**config.mk**
```make
export PLATFORM = sky130hd
export DESIGN_NAME = exec_unit_mc_flat
export DESIGN_NICKNAME = d
export VERILOG_FILES = /design/src/rtl/exec_unit_mc_if.sv /design/src/rtl/exec_unit_mc.sv /design/src/flat_wrapper.sv
export SDC_FILE = /design/constraint.sdc
export NUM_CORES = 1
export LEC_CHECK = 0
export BUFFER_PORTS_ARGS = -buffer_cell sky130_fd_sc_hd__buf_4
export CAP_MARGIN = 20
export CORE_ASPECT_RATIO = 0.7
export CORE_MARGIN = 2
export CORE_UTILIZATION = 35
export CTS_BUF_LIST = sky130_fd_sc_hd__clkbuf_16
export CTS_CLUSTER_DIAMETER = 200
export DETAILED_ROUTE_END_ITERATION = 8
export SLEW_MARGIN = 30
export SYNTH_ARGS = -nofsm -noshare
export SYNTH_HDL_FRONTEND = slang
export SYNTH_SLANG_ARGS = --single-unit
```
**constraint.sdc**
```tcl
create_clock -name clk -period 4.9 [get_ports clk]
set_clock_uncertainty 0.15 [all_clocks]
set_input_delay 0.98 -clock clk [delete_from_list [all_inputs] [get_ports clk]]
set_output_delay 0.98 -clock clk [all_outputs]
set_load 0.005 [all_outputs]
```
**src/rtl/exec_unit_mc_if.sv**
```systemverilog
// rtl/exec_unit_mc_if.sv - request/response bundle between exec_unit_mc and its client
interface exec_unit_mc_if #(parameter int WIDTH = 32);
    logic             in_valid;
    logic             in_ready;
    logic [2:0]       op;
    logic [WIDTH-1:0] a;
    logic [WIDTH-1:0] b;
    logic             set_flags;
    logic             out_valid;
    logic             out_ready;
    logic [WIDTH-1:0] result_lo;
    logic [WIDTH-1:0] result_hi;
    logic [3:0]       flags;
    logic             busy;

    modport master (
        output in_valid, op, a, b, set_flags, out_ready,
        input  in_ready, out_valid, result_lo, result_hi, flags, busy
    );

    modport slave (
        input  in_valid, op, a, b, set_flags, out_ready,
        output in_ready, out_valid, result_lo, result_hi, flags, busy
    );
endinterface

```
**src/rtl/exec_unit_mc.sv**
```systemverilog
// rtl/exec_unit_mc.sv - multi-cycle ALU/MUL unit with NZCV flags; EXEC_UNIT_MUL_LONG_EN enables the 2*WIDTH product
module exec_unit_mc #(
    parameter int WIDTH = 32
) (
    input  logic           clk,
    input  logic           reset,
    exec_unit_mc_if.slave  bus
);
    typedef enum logic [1:0] {S_IDLE, S_MUL, S_DONE} state_t;

    localparam logic [2:0] OP_ADD = 3'b000;
    localparam logic [2:0] OP_SUB = 3'b001;
    localparam logic [2:0] OP_AND = 3'b010;
    localparam logic [2:0] OP_ORR = 3'b011;
    localparam logic [2:0] OP_MUL = 3'b100;
    localparam logic [2:0] OP_MOV = 3'b101;
    localparam int         CW     = $clog2(WIDTH);

    state_t           state_q, state_d;
    logic             in_ready, busy, out_valid, accept, mul_last;
    logic [CW-1:0]    cnt_q;
    logic             sf_q;
    logic [WIDTH-1:0] mcand_q, mplier_q, acc_q;
    logic [WIDTH-1:0] mcand_d, mplier_d, acc_d, addend;
    logic [WIDTH-1:0] prod_lo, prod_hi;
    logic             mul_n, mul_z;
    logic [WIDTH-1:0] res_lo_q, res_hi_q;
    logic [3:0]       flags_q;
    logic [WIDTH:0]   add_sum, sub_dif;
    logic [WIDTH-1:0] alu_res;
    logic             alu_c, alu_v, alu_flag_en;
`ifdef EXEC_UNIT_MUL_LONG_EN
    logic [WIDTH:0]   step_sum;
`endif

    assign accept   = bus.in_valid & in_ready;
    assign mul_last = (cnt_q == CW'(WIDTH - 1));

    always_ff @(posedge clk or negedge reset) begin
        if (!reset) state_q <= S_IDLE;
        else        state_q <= state_d;
    end

    always_comb begin
        state_d = state_q;
        unique case (state_q)
            S_IDLE: if (accept) state_d = (bus.op == OP_MUL) ? S_MUL : S_DONE;
            S_MUL:  if (mul_last) state_d = S_DONE;
            S_DONE: if (bus.out_ready) begin
                if (accept) state_d = (bus.op == OP_MUL) ? S_MUL : S_DONE;
                else        state_d = S_IDLE;
            end
            default: state_d = S_IDLE;
        endcase
    end

    always_comb begin
        in_ready  = 1'b0;
        busy      = 1'b0;
        out_valid = 1'b0;
        unique case (state_q)
            S_IDLE: in_ready = 1'b1;
            S_MUL:  busy = 1'b1;
            S_DONE: begin
                out_valid = 1'b1;
                in_ready  = bus.out_ready;
            end
            default: ;
        endcase
    end

    // Single-cycle ops are computed straight from the accepted operands.
    always_comb begin
        add_sum     = {1'b0, bus.a} + {1'b0, bus.b};
        sub_dif     = {1'b0, bus.a} + {1'b0, ~bus.b} + (WIDTH + 1)'(1);
        alu_res     = '0;
        alu_c       = 1'b0;
        alu_v       = 1'b0;
        alu_flag_en = bus.set_flags;
        unique case (bus.op)
            OP_ADD: begin
                alu_res = add_sum[WIDTH-1:0];
                alu_c   = add_sum[WIDTH];
                alu_v   = (bus.a[WIDTH-1] == bus.b[WIDTH-1]) && (add_sum[WIDTH-1] != bus.a[WIDTH-1]);
            end
            OP_SUB: begin
                alu_res = sub_dif[WIDTH-1:0];
                alu_c   = sub_dif[WIDTH];
                alu_v   = (bus.a[WIDTH-1] != bus.b[WIDTH-1]) && (sub_dif[WIDTH-1] != bus.a[WIDTH-1]);
            end
            OP_AND:  alu_res = bus.a & bus.b;
            OP_ORR:  alu_res = bus.a | bus.b;
            OP_MOV:  alu_res = bus.b;
            default: alu_flag_en = 1'b0;
        endcase
    end

    // One shift-add step; the long form shifts the product right through mplier_q.
    always_comb begin
        addend = mplier_q[0] ? mcand_q : '0;
`ifdef EXEC_UNIT_MUL_LONG_EN
        step_sum = {1'b0, acc_q} + {1'b0, addend};
        acc_d    = step_sum[WIDTH:1];
        mplier_d = {step_sum[0], mplier_q[WIDTH-1:1]};
        mcand_d  = mcand_q;
        prod_lo  = mplier_d;
        prod_hi  = acc_d;
        mul_n    = acc_d[WIDTH-1];
        mul_z    = (acc_d == '0) && (mplier_d == '0);
`else
        acc_d    = acc_q + addend;
        mplier_d = mplier_q >> 1;
        mcand_d  = mcand_q << 1;
        prod_lo  = acc_d;
        prod_hi  = '0;
        mul_n    = acc_d[WIDTH-1];
        mul_z    = (acc_d == '0);
`endif
    end

    always_ff @(posedge clk or negedge reset) begin
        if (!reset) begin
            cnt_q    <= '0;
            sf_q     <= 1'b0;
            mcand_q  <= '0;
            mplier_q <= '0;
            acc_q    <= '0;
            res_lo_q <= '0;
            res_hi_q <= '0;
            flags_q  <= 4'b0000;
        end else if (accept) begin
            if (bus.op == OP_MUL) begin
                mcand_q  <= bus.a;
                mplier_q <= bus.b;
                acc_q    <= '0;
                cnt_q    <= '0;
                sf_q     <= bus.set_flags;
            end else begin
                res_lo_q <= alu_res;
                res_hi_q <= '0;
                if (alu_flag_en)
                    flags_q <= {alu_res[WIDTH-1], (alu_res == '0), alu_c, alu_v};
            end
        end else if (state_q == S_MUL) begin
            mcand_q  <= mcand_d;
            mplier_q <= mplier_d;
            acc_q    <= acc_d;
            cnt_q    <= mul_last ? '0 : cnt_q + CW'(1);
            if (mul_last) begin
                res_lo_q <= prod_lo;
                res_hi_q <= prod_hi;
                if (sf_q) flags_q <= {mul_n, mul_z, flags_q[1:0]};
            end
        end
    end

    assign bus.in_ready  = in_ready;
    assign bus.busy      = busy;
    assign bus.out_valid = out_valid;
    assign bus.result_lo = res_lo_q;
    assign bus.flags     = flags_q;
`ifdef EXEC_UNIT_MUL_LONG_EN
    assign bus.result_hi = res_hi_q;
`else
    assign bus.result_hi = '0;
`endif
endmodule

```
**src/flat_wrapper.sv**
```systemverilog
// flat-port wrapper written by rule: the top's interface ports become plain ports
module exec_unit_mc_flat 
#(
    parameter int WIDTH = 32
)
  (clk, reset, bus_in_valid, bus_op, bus_a, bus_b, bus_set_flags, bus_out_ready, bus_in_ready, bus_out_valid, bus_result_lo, bus_result_hi, bus_flags, bus_busy);
  exec_unit_mc_if #(.WIDTH(WIDTH)) bus_i ();
  input  logic clk;
  input  logic reset;
  input wire logic [$bits(bus_i.in_valid)-1:0] bus_in_valid;
  input wire logic [$bits(bus_i.op)-1:0] bus_op;
  input wire logic [$bits(bus_i.a)-1:0] bus_a;
  input wire logic [$bits(bus_i.b)-1:0] bus_b;
  input wire logic [$bits(bus_i.set_flags)-1:0] bus_set_flags;
  input wire logic [$bits(bus_i.out_ready)-1:0] bus_out_ready;
  output wire logic [$bits(bus_i.in_ready)-1:0] bus_in_ready;
  output wire logic [$bits(bus_i.out_valid)-1:0] bus_out_valid;
  output wire logic [$bits(bus_i.result_lo)-1:0] bus_result_lo;
  output wire logic [$bits(bus_i.result_hi)-1:0] bus_result_hi;
  output wire logic [$bits(bus_i.flags)-1:0] bus_flags;
  output wire logic [$bits(bus_i.busy)-1:0] bus_busy;
  assign bus_i.in_valid = bus_in_valid;
  assign bus_i.op = bus_op;
  assign bus_i.a = bus_a;
  assign bus_i.b = bus_b;
  assign bus_i.set_flags = bus_set_flags;
  assign bus_i.out_ready = bus_out_ready;
  assign bus_in_ready = bus_i.in_ready;
  assign bus_out_valid = bus_i.out_valid;
  assign bus_result_lo = bus_i.result_lo;
  assign bus_result_hi = bus_i.result_hi;
  assign bus_flags = bus_i.flags;
  assign bus_busy = bus_i.busy;
  exec_unit_mc #(.WIDTH(WIDTH)) u_core (.clk(clk), .reset(reset), .bus(bus_i));
endmodule
```
# --- After elaboration in Yosys (flattened, before gate mapping) ---
# Index checks and enable logic that the tools add are counted.
totals:
  reg_bits: 140
  latch_bits: 0
  ram_bits: 0
  mem_bits_ro: 0
  in_bits: 72
  out_inout_bits: 71
  word_cells: 90
  memories: 0
op_classes:
  n_addsub: 5
  n_mul: 0
  n_div: 0
  order_cmp: 0
  n_eq_ne: 18
  n_shift: 0
  mux: 37
  bitwise: 5
  reduce_logical: 16
ops:
  columns: ["op", "count"]
  rows:
  - ["32-bit 2-to-1 mux", 14]
  - ["32-bit case mux with 5 select lines", 1]
  - ["32-bit by 32-bit adder with 33-bit output", 2]
  - ["32-bit logical NOT", 2]
  - ["33-bit by 1-bit adder with 33-bit output (second input constant)", 1]
  - ["32-bit adder", 1]
  - ["32-bit bitwise AND", 1]
  - ["32-bit NOT", 1]
  - ["32-bit bitwise OR", 1]
  - ["4-bit 2-to-1 mux", 6]
  - ["5-bit 2-to-1 mux", 4]
  - ["2-bit 2-to-1 mux", 5]
  - ["3-bit AND reduction", 3]
  - ["2-bit inequality test (second input constant)", 4]
  - ["3-bit by 2-bit == test with 1-bit output (second input constant)", 2]
  - ["3-bit == test (second input constant)", 2]
  - ["1-bit case mux with 2 select lines", 3]
  - ["2-bit case mux with 3 select lines", 1]
  - ["2-bit nonzero test", 3]
  - ["5-bit by 1-bit adder with 5-bit output (second input constant)", 1]
  - ["5-bit == test (second input constant)", 1]
  - ["5-bit AND reduction", 1]
  - ["5-bit OR reduction", 1]
  - ["2-bit by 1-bit inequality test with 1-bit output (second input constant)", 2]
  - ["12 further kinds", 18]

# --- Logic depth before layout (Yosys ltp) ---
# Gate-level depths: netlist of the first run.
depth:
  ltp_word: 9
  ltp_mapped: 16
  mapped_depth_nobuf: 16

# --- Worst setup path after synthesis of the first run ---
# OpenSTA, ideal clock, no wires.
synth_path:
  path_type: "in2reg"
  from: "in bus_b[8]"
  to: "reg u_core.flags_q[2] (netlist: u_core.bus.flags[2])"
  setup_time_ns: 0.092
  arrival_time_ns: 4.530
  required_time_ns: 4.658
  path_slack_ns: 0.128
  cell_stages: 15
  path_buffers: 1
  path_cell_list: "inv_1 -> ha_1 -> buf_4 -> inv_1 -> a21oi_2 -> a21oi_1 -> or4b_1 -> a41o_1 -> a311oi_1 -> o21ba_2 -> mux2_4 -> a211oi_2 -> nand4b_1 -> or4b_1 -> o31ai_2"
synth_via:
  elab_chain_len: 8
  word_cells_on_any_way: 11
  cone_classes: "add/sub (3); mux (4); bitwise (3); reduce/logical (1)"
synth_lines:
  columns: ["item", "line_no", "source"]
  rows:
  - ["from (decl)", "flat_wrapper.sv:13", "input wire logic [$bits(bus_i.b)-1:0] bus_b;"]
  - ["32-bit NOT", "exec_unit_mc.sv:75", "sub_dif = {1'b0, bus.a} + {1'b0, ~bus.b} + (WIDTH + 1)'(1);"]
  - ["32-bit by 32-bit adder with 33-bit output", "exec_unit_mc.sv:75", null]
  - ["33-bit by 1-bit adder with 33-bit output", "exec_unit_mc.sv:75", null]
  - ["32-bit case mux with 5 select lines *", "exec_unit_mc.sv:80", "unique case (bus.op)"]
  - ["32-bit logical NOT *", "exec_unit_mc.sv:142", "flags_q <= {alu_res[WIDTH-1], (alu_res == '0), alu_c, alu_v};"]
  - ["4-bit 2-to-1 mux *", "exec_unit_mc.sv:141", "if (alu_flag_en)"]
  - ["4-bit 2-to-1 mux *", "exec_unit_mc.sv:132", "if (bus.op == OP_MUL) begin"]
  - ["4-bit 2-to-1 mux *", "exec_unit_mc.sv:131", "end else if (accept) begin"]
  - ["to (signal assigned)", "exec_unit_mc.sv:142", null]
  - ["to (signal assigned)", "exec_unit_mc.sv:152", "if (sf_q) flags_q <= {mul_n, mul_z, flags_q[1:0]};"]
  - ["to (decl)", "exec_unit_mc.sv:28", "logic [3:0] flags_q;"]
# Mark *: on every way between the ends. The rest lies on a longest branch, timed or not. The select of a mux whose other input is x is not followed.
# A chain may end at the register's enable or synchronous reset.

# --- Worst setup path in the final report of the first run ---
layout_path:
  from: "in bus_b[3]"
  to: "reg u_core.flags_q[2] (netlist: u_core.bus.flags[2])"
# Same word-level chain as after synthesis.

==> impl_metrics.toml, run 1 <==
[worst_setup_path]
path_class = "input port to flop"
path_max_fanout = 4
arrival_ps = 4980
cp.required_ps = 5120
cp-end-kind = "flop"
crit_path_start_kind = "input port"

[synth]
ys_dominant_reg_cell = "dfrtp_1"
synth_edf_count = 0
synthArstFlopShare_pct = 100.0
synth-compound-area-share_pct = 26.62
synthMuxAreaShare_pct = 8.053
synth-simple-area-share_pct = 16.90
synth_area_um2 = 13700
ys_types = 92
synth-seq-cells = 140
synth_top_cell_by_area = "dfrtp_1"
yosysTopAreaCellShare_pct = 25.56
yosysWarnings = 0
synth_top_cells_by_count = "nand2_1 (182), dfrtp_1 (140), o21ai_0 (135), inv_1 (134), ha_1 (129)"
synth_top_family_by_area = "compound AO/OA/AOI/OAI gates"
netlist_instances = 1696
synth_area_per_cell_um2 = 8.080
synth-xor-area-share_pct = 2.301
yosysMostFrequentCell = "nand2_1"
synth_area_leaders = "dfrtp_1 (26%), ha_1 (12%), mux2i_1 (7.5%), nand2_1 (5.0%), o21ai_0 (4.9%)"
yosys.area_share.adder_pct = 12.22
synth-seq-area-share_pct = 25.56

[final_layout]
final_area_um2 = 17040
synthToLayoutAreaGrowth_pct = 24.31
fin_nets = 2140
n_fill_cell = 3934
final_cell_count_no_fill = 2473
drive_above_1_share_pct = 21.48
insertedDiodeCount = 0

[place]
hpwl_um = 39520
dp_cells = 2440
port-buffer-count = 110
placed_cell_area_um2 = 16260
routabilityCongestion = 0.9912

[timing]
timing.fmax_mhz = 209.9
min_period_over_period_pct = 97.25
rsz0062_at_grt = "false"
setup_viol = 0
slew-limit-headroom_pct = 43.71
worst_pin_slew_ps = 844.4
setup-tns-final_ps = 0
post-route-min-period_ps = 4765
slew_viol_final = 0
hold_viol_final = 0

[clocking]
root_buffer = "clkbuf_16"
clk_latency_ps = 450
path_clk_slew_ps = 70
clock-sinks = 140
clk_path_buf_depth = 2
cts_max_level = 4
cts_tree = "done"
cts_buffers = 17
cts_hold_buf = 0

[drt]
dr.pass1.iters = 8
drt-wirelength-per-cell_um = 20.45
via_per_inst = 5.509
ant_nets = 0
drc = 0
vias = 13623
drt_iter0_drc = 1270
wirelength_um = 50580

[floorplanning]
die_x_um = 240.5
io_pins = 143
fp.dieArea_um2 = 40780
initial_core_util_pct = 35.58
die_h_um = 169.6
core.rowCount = 60
coreArea_um2 = 38510

[global_routing]
grt_antenna_before_repair = 1
grt-ovfl-total = 0
grt_pass1_wl_um = 79330
grt_pass1_vias = 13251
grt_max_degree = 127
grt_usage_pct = 25.26

[pwr]
ir_drop_mv = 0.2837
p_leak_nw = 8.284
powerDensity_nw_per_um2 = 342.9

[hold_path]
hold_path_class = "flop to flop"

[flow_run]
maxCapViolCount = 0

[status]
status = "finished, final reports clean"
[layer usage]
layer	global-route usage, %	vias to the layer above	part of all wire (%)
li1	-	6498	-
met1	36.77	6630	49
met2	37.60	426	42
met3	4.099	69	6.2
met4	8.588	0	2.8
met5	0	-	0
[flip-flops by register name, indices dropped and copies added (netlist names)]
name                  flops
u_core.bus.result_lo     32
u_core.bus.flags          4
u_core.state_q            2
u_core.acc_q             32
u_core.sf_q               1
u_core.cnt_q              5
u_core.mplier_q          32
u_core.mcand_q           32
[power by group]
part	internal [W]	switching [W]
Combinational	0.00113	0.00144
Clock	0.000842	0.000585
Sequential	0.00156	0.000275
Total	0.00354	0.00230
[repair_timing]
| action | 4_1_cts | 5_1_grt |
|---|---|---|
| gates resized for setup | 0 | 31 |
| setup endpoints to repair | 0 | 1 |
| setup buffers | 0 | 4 |
[metrics by stage]
step | util [%] | worst slack (ps) | total power [W] | hold WS [ps]
after detailed placement | 42.23 | -443.6 | 0.004382 | 319.7
after floorplan | - | 128.0 | 0.003337 | 294.5
after CTS | 43.78 | 17.68 | 0.005821 | 335.0
final | 44.24 | 134.7 | 0.005842 | 329.2
after global placement | 42.23 | -389.5 | 0.004323 | 310.3
after global routing | 44.24 | 9.376 | 0.006258 | 356.2
[worst max-delay path, cell delays in order]
cell	delay, ps
buf_4	90
inv_1	50
ha_1	330
buf_4	170
or2b_1	190
o311ai_2	110
buf_4	160
a21o_1	200
o21ai_1	480
a31oi_1	190
a221o_1	390
o21ai_1	140
buf_4	170
nand4_1	140
nor4_2	260
nand4b_1	190
or4b_4	570
o31ai_2	180
[worst paths after layout]
check | cells past startpoint | end | start | slack [ps]
worst min register to register | 2 | u_core.mplier_q[7] | u_core.mplier_q[7] | 330
max in group asynchronous | 2 | u_core.mcand_q[29] | reset | 3220
worst max register to register | 17 | u_core.bus.flags[2] | u_core.mplier_q[0] | 430
worst max-delay path | 18 | u_core.bus.flags[2] | bus_b[3] | 130
min in group asynchronous | 1 | u_core.mplier_q[6] | reset | 370
worst min-delay path | 2 | u_core.mplier_q[7] | u_core.mplier_q[7] | 330
[cells in the final DEF (no fill, tap or decap), types with 8 or more instances in the layout]
cell,n
a211oi_1,14
a21o_1,24
a21oi_1,107
a221oi_1,8
a22o_1,25
a22oi_1,26
a31o_2,8
a31oi_1,23
and2_1,38
and3_1,8
buf_4,315
clkbuf_16,17
conb_1,32
dfrtp_1,140
ha_1,128
inv_1,133
mux2i_1,102
nand2_1,182
nand2b_1,15
nand3_1,30
nand4_1,10
nor2_1,104
nor3_1,25
nor4_1,13
o211ai_1,15
o21a_1,15
o21ai_0,132
o21ai_1,8
o31ai_1,20
xnor2_1,26
xor2_1,10
[area by class of cell]
class | instances | area [µm²] | share of cell area [%]
multi-input cells | 1326 | 9375 | 55.03
well taps | 527 | 659.4 | 3.870
clock buffers | 17 | 425.4 | 2.497
inverters | 134 | 503.0 | 2.952
flip-flops and latches | 140 | 3503 | 20.56
repair buffers | 317 | 2396 | 14.06
clock inverters | 12 | 173.9 | 1.021
[cells by family after synthesis]
kind of cell,after synthesis
other,1
adders and majority gates,132
xor gates and xnor gates,36
DFF,140
and+or+nand+nor,484
muxes,109
buffers and inverters,261
AOI/OAI and AO/OA,533
Note: power is estimated with default switching activity, not from simulation.
==> run 2, diff against run 1 <==
--- a/config.mk
+++ b/config.mk
@@ -13,6 +13,7 @@
 export CTS_BUF_LIST = sky130_fd_sc_hd__clkbuf_16
 export CTS_CLUSTER_DIAMETER = 200
 export DETAILED_ROUTE_END_ITERATION = 8
+export REMOVE_ABC_BUFFERS = 1
 export SLEW_MARGIN = 30
 export SYNTH_ARGS = -nofsm -noshare
 export SYNTH_HDL_FRONTEND = slang
==> run 2 against run 1 <==
  * Clock-buffer cell count unchanged
  * First-iteration DRC count grew 14%
  * Via count fell by 0.23%
  * Critical endpoint unchanged
  * Largest power group unchanged
==> impl_metrics.toml, run 2 (synthesis results as in run 1) <==
[pwr]
ir_drop_mv = 0.1605
p_leak_nw = 8.106
powerDensity_nw_per_um2 = 342.7
p_total_w = 0.005710

[floorplanning]
coreArea_um2 = 38510
die_x_um = 240.5
core.rowCount = 60
io_pins = 143
die_h_um = 169.6
fp.dieArea_um2 = 40780
initial_core_util_pct = 35.58

[final_layout]
final_area_um2 = 16660
fin_nets = 2104
final_common_cell = "buf_4"
multi_input_area_um2 = 9240
regArea_um2 = 3503
n_fill_cell = 3899
drive_above_1_share_pct = 19.08
final_cell_mix = "buf_4 (276), nand2_1 (182), dfrtp_1 (140)"
synthToLayoutAreaGrowth_pct = 21.58
insertedDiodeCount = 0
final_cell_count_no_fill = 2440

[timing]
setup_viol = 0
timing.fmax_mhz = 208.4
post-route-min-period_ps = 4799
slew-limit-headroom_pct = 41.94
worst_pin_slew_ps = 868.9
setup-tns-final_ps = 0
hold_viol_final = 0
min_period_over_period_pct = 97.94
slew_viol_final = 0

[drt]
drc = 0
vias = 13591
drt-wirelength-per-cell_um = 20.23
via_per_inst = 5.570
ant_nets = 0
wirelength_um = 49370
dr.pass1.iters = 5
drt_iter0_drc = 1454

[worst_setup_path]
crit_path_start_kind = "input port"
cpMostUsedCell = "a2111oi_2"
worstPathCellList = "buf_4 > ha_1 > inv_1 > fa_1 > nand2b_1 > a211oi_2 > and3_2 > o31ai_1 > a2111oi_2 > o2111ai_1 > a2111oi_2 > nand4_1 > nor4_2 > nand4b_1 > or4b_1 > o31ai_2"
crit_slowest_cell = "or4b_1"
path_max_fanout = 4
path_class = "input port to flop"
arrival_ps = 5010
max_stage_delay_ps = 510
cp.required_ps = 5110
crit_buf_inv = 2
crit_family = "compound AO/OA/AOI/OAI gates"
cp-end-kind = "flop"

[global_routing]
grt_antenna_before_repair = 0
grt_max_degree = 136
grt-ovfl-total = 0
grt_pass1_vias = 12830
grt_pass1_wl_um = 75650
grt_usage_pct = 24.25

[status]
status = "finished, final reports clean"

[clocking]
clk_latency_ps = 450
cts_buffers = 17
post_cts_buffers = 0
clock-sinks = 140
cts_tree = "done"
root_buffer = "clkbuf_16"
clk_path_buf_depth = 2
path_clk_slew_ps = 70
cts_max_level = 4

[place]
routabilityCongestion = 0.9949
placed_cell_area_um2 = 16030
hpwl_um = 38520
dp_cells = 2407
port-buffer-count = 110

[hold_path]
hold_path_class = "flop to flop"

[flow_run]
maxCapViolCount = 0
## run 2: worst paths after layout
kind / from / end / slack (ps) / depth (start not counted)
setup / recovery: bus_b[0] / u_core.bus.flags[2] / 100 / 16
hold / removal: u_core.mplier_q[5] / u_core.mplier_q[5] / 330 / 2
setup reg to reg: u_core.mplier_q[0] / u_core.bus.flags[2] / 520 / 15
hold reg to reg: u_core.mplier_q[5] / u_core.mplier_q[5] / 330 / 2
max in group asynchronous: reset / u_core.acc_q[10] / 3310 / 2
min in group asynchronous: reset / u_core.mplier_q[6] / 440 / 1
## run 2: stage by stage
| stage | hold slack, ps | util, % | setup WS (ps) |
|---|---|---|---|
| floorplan | 294.5 | - | -19300 |
| CTS | 335.7 | 43.15 | 122.7 |
| finish | 329.6 | 43.27 | 101.0 |
| detailed placement | 319.2 | 41.63 | -338.7 |
| global placement | 310.7 | 41.63 | -202.6 |
| global route | 357.1 | 43.27 | -91.09 |
## run 2: layout make-up
cell class,instances,share of cell area [%]
clock buffers,17,2.553
clock inverters,15,0.9612
inverters,134,3.019
multi-input cells,1326,55.46
flip-flops and latches,140,21.03
well taps,527,3.957
repair buffers,281,13.03
## run 2: repair_timing
| item | 4_1_cts | 5_1_grt |
|---|---|---|
| resized for setup | 0 | 4 |
| hold buffers | 0 | 0 |
| endpoints found under the setup margin | 0 | 1 |
## run 2: per-layer routing
layer | track usage, % | part of all wire (%) | vias up
met3 | 4.375 | 7.9 | 44
met4 | 5.104 | 1.4 | 0
met5 | 0 | 0 | -
li1 | - | - | 6457
met2 | 34.47 | 41 | 502
met1 | 37.57 | 49 | 6588
## run 2: worst register-to-register path, cell delays in order, from the launching register on
cell and delay [ps]:
dfrtp_1 470, buf_4 250, and2_1 160, ha_1 350, a211oi_1 310, o21bai_1 140, a21o_1 210, a221o_1 460
a31o_2 270, nor4_1 370, nor2_1 140, a21o_1 200, a21oi_1 170, xor2_1 340, a31oi_1 200, o31ai_2 90
## run 2: power by group
part	total, W	internal [W]	switching, W
clock network	0.00136	0.000760	0.000599
logic	0.00249	0.00107	0.00142
registers	0.00186	0.00156	0.000297
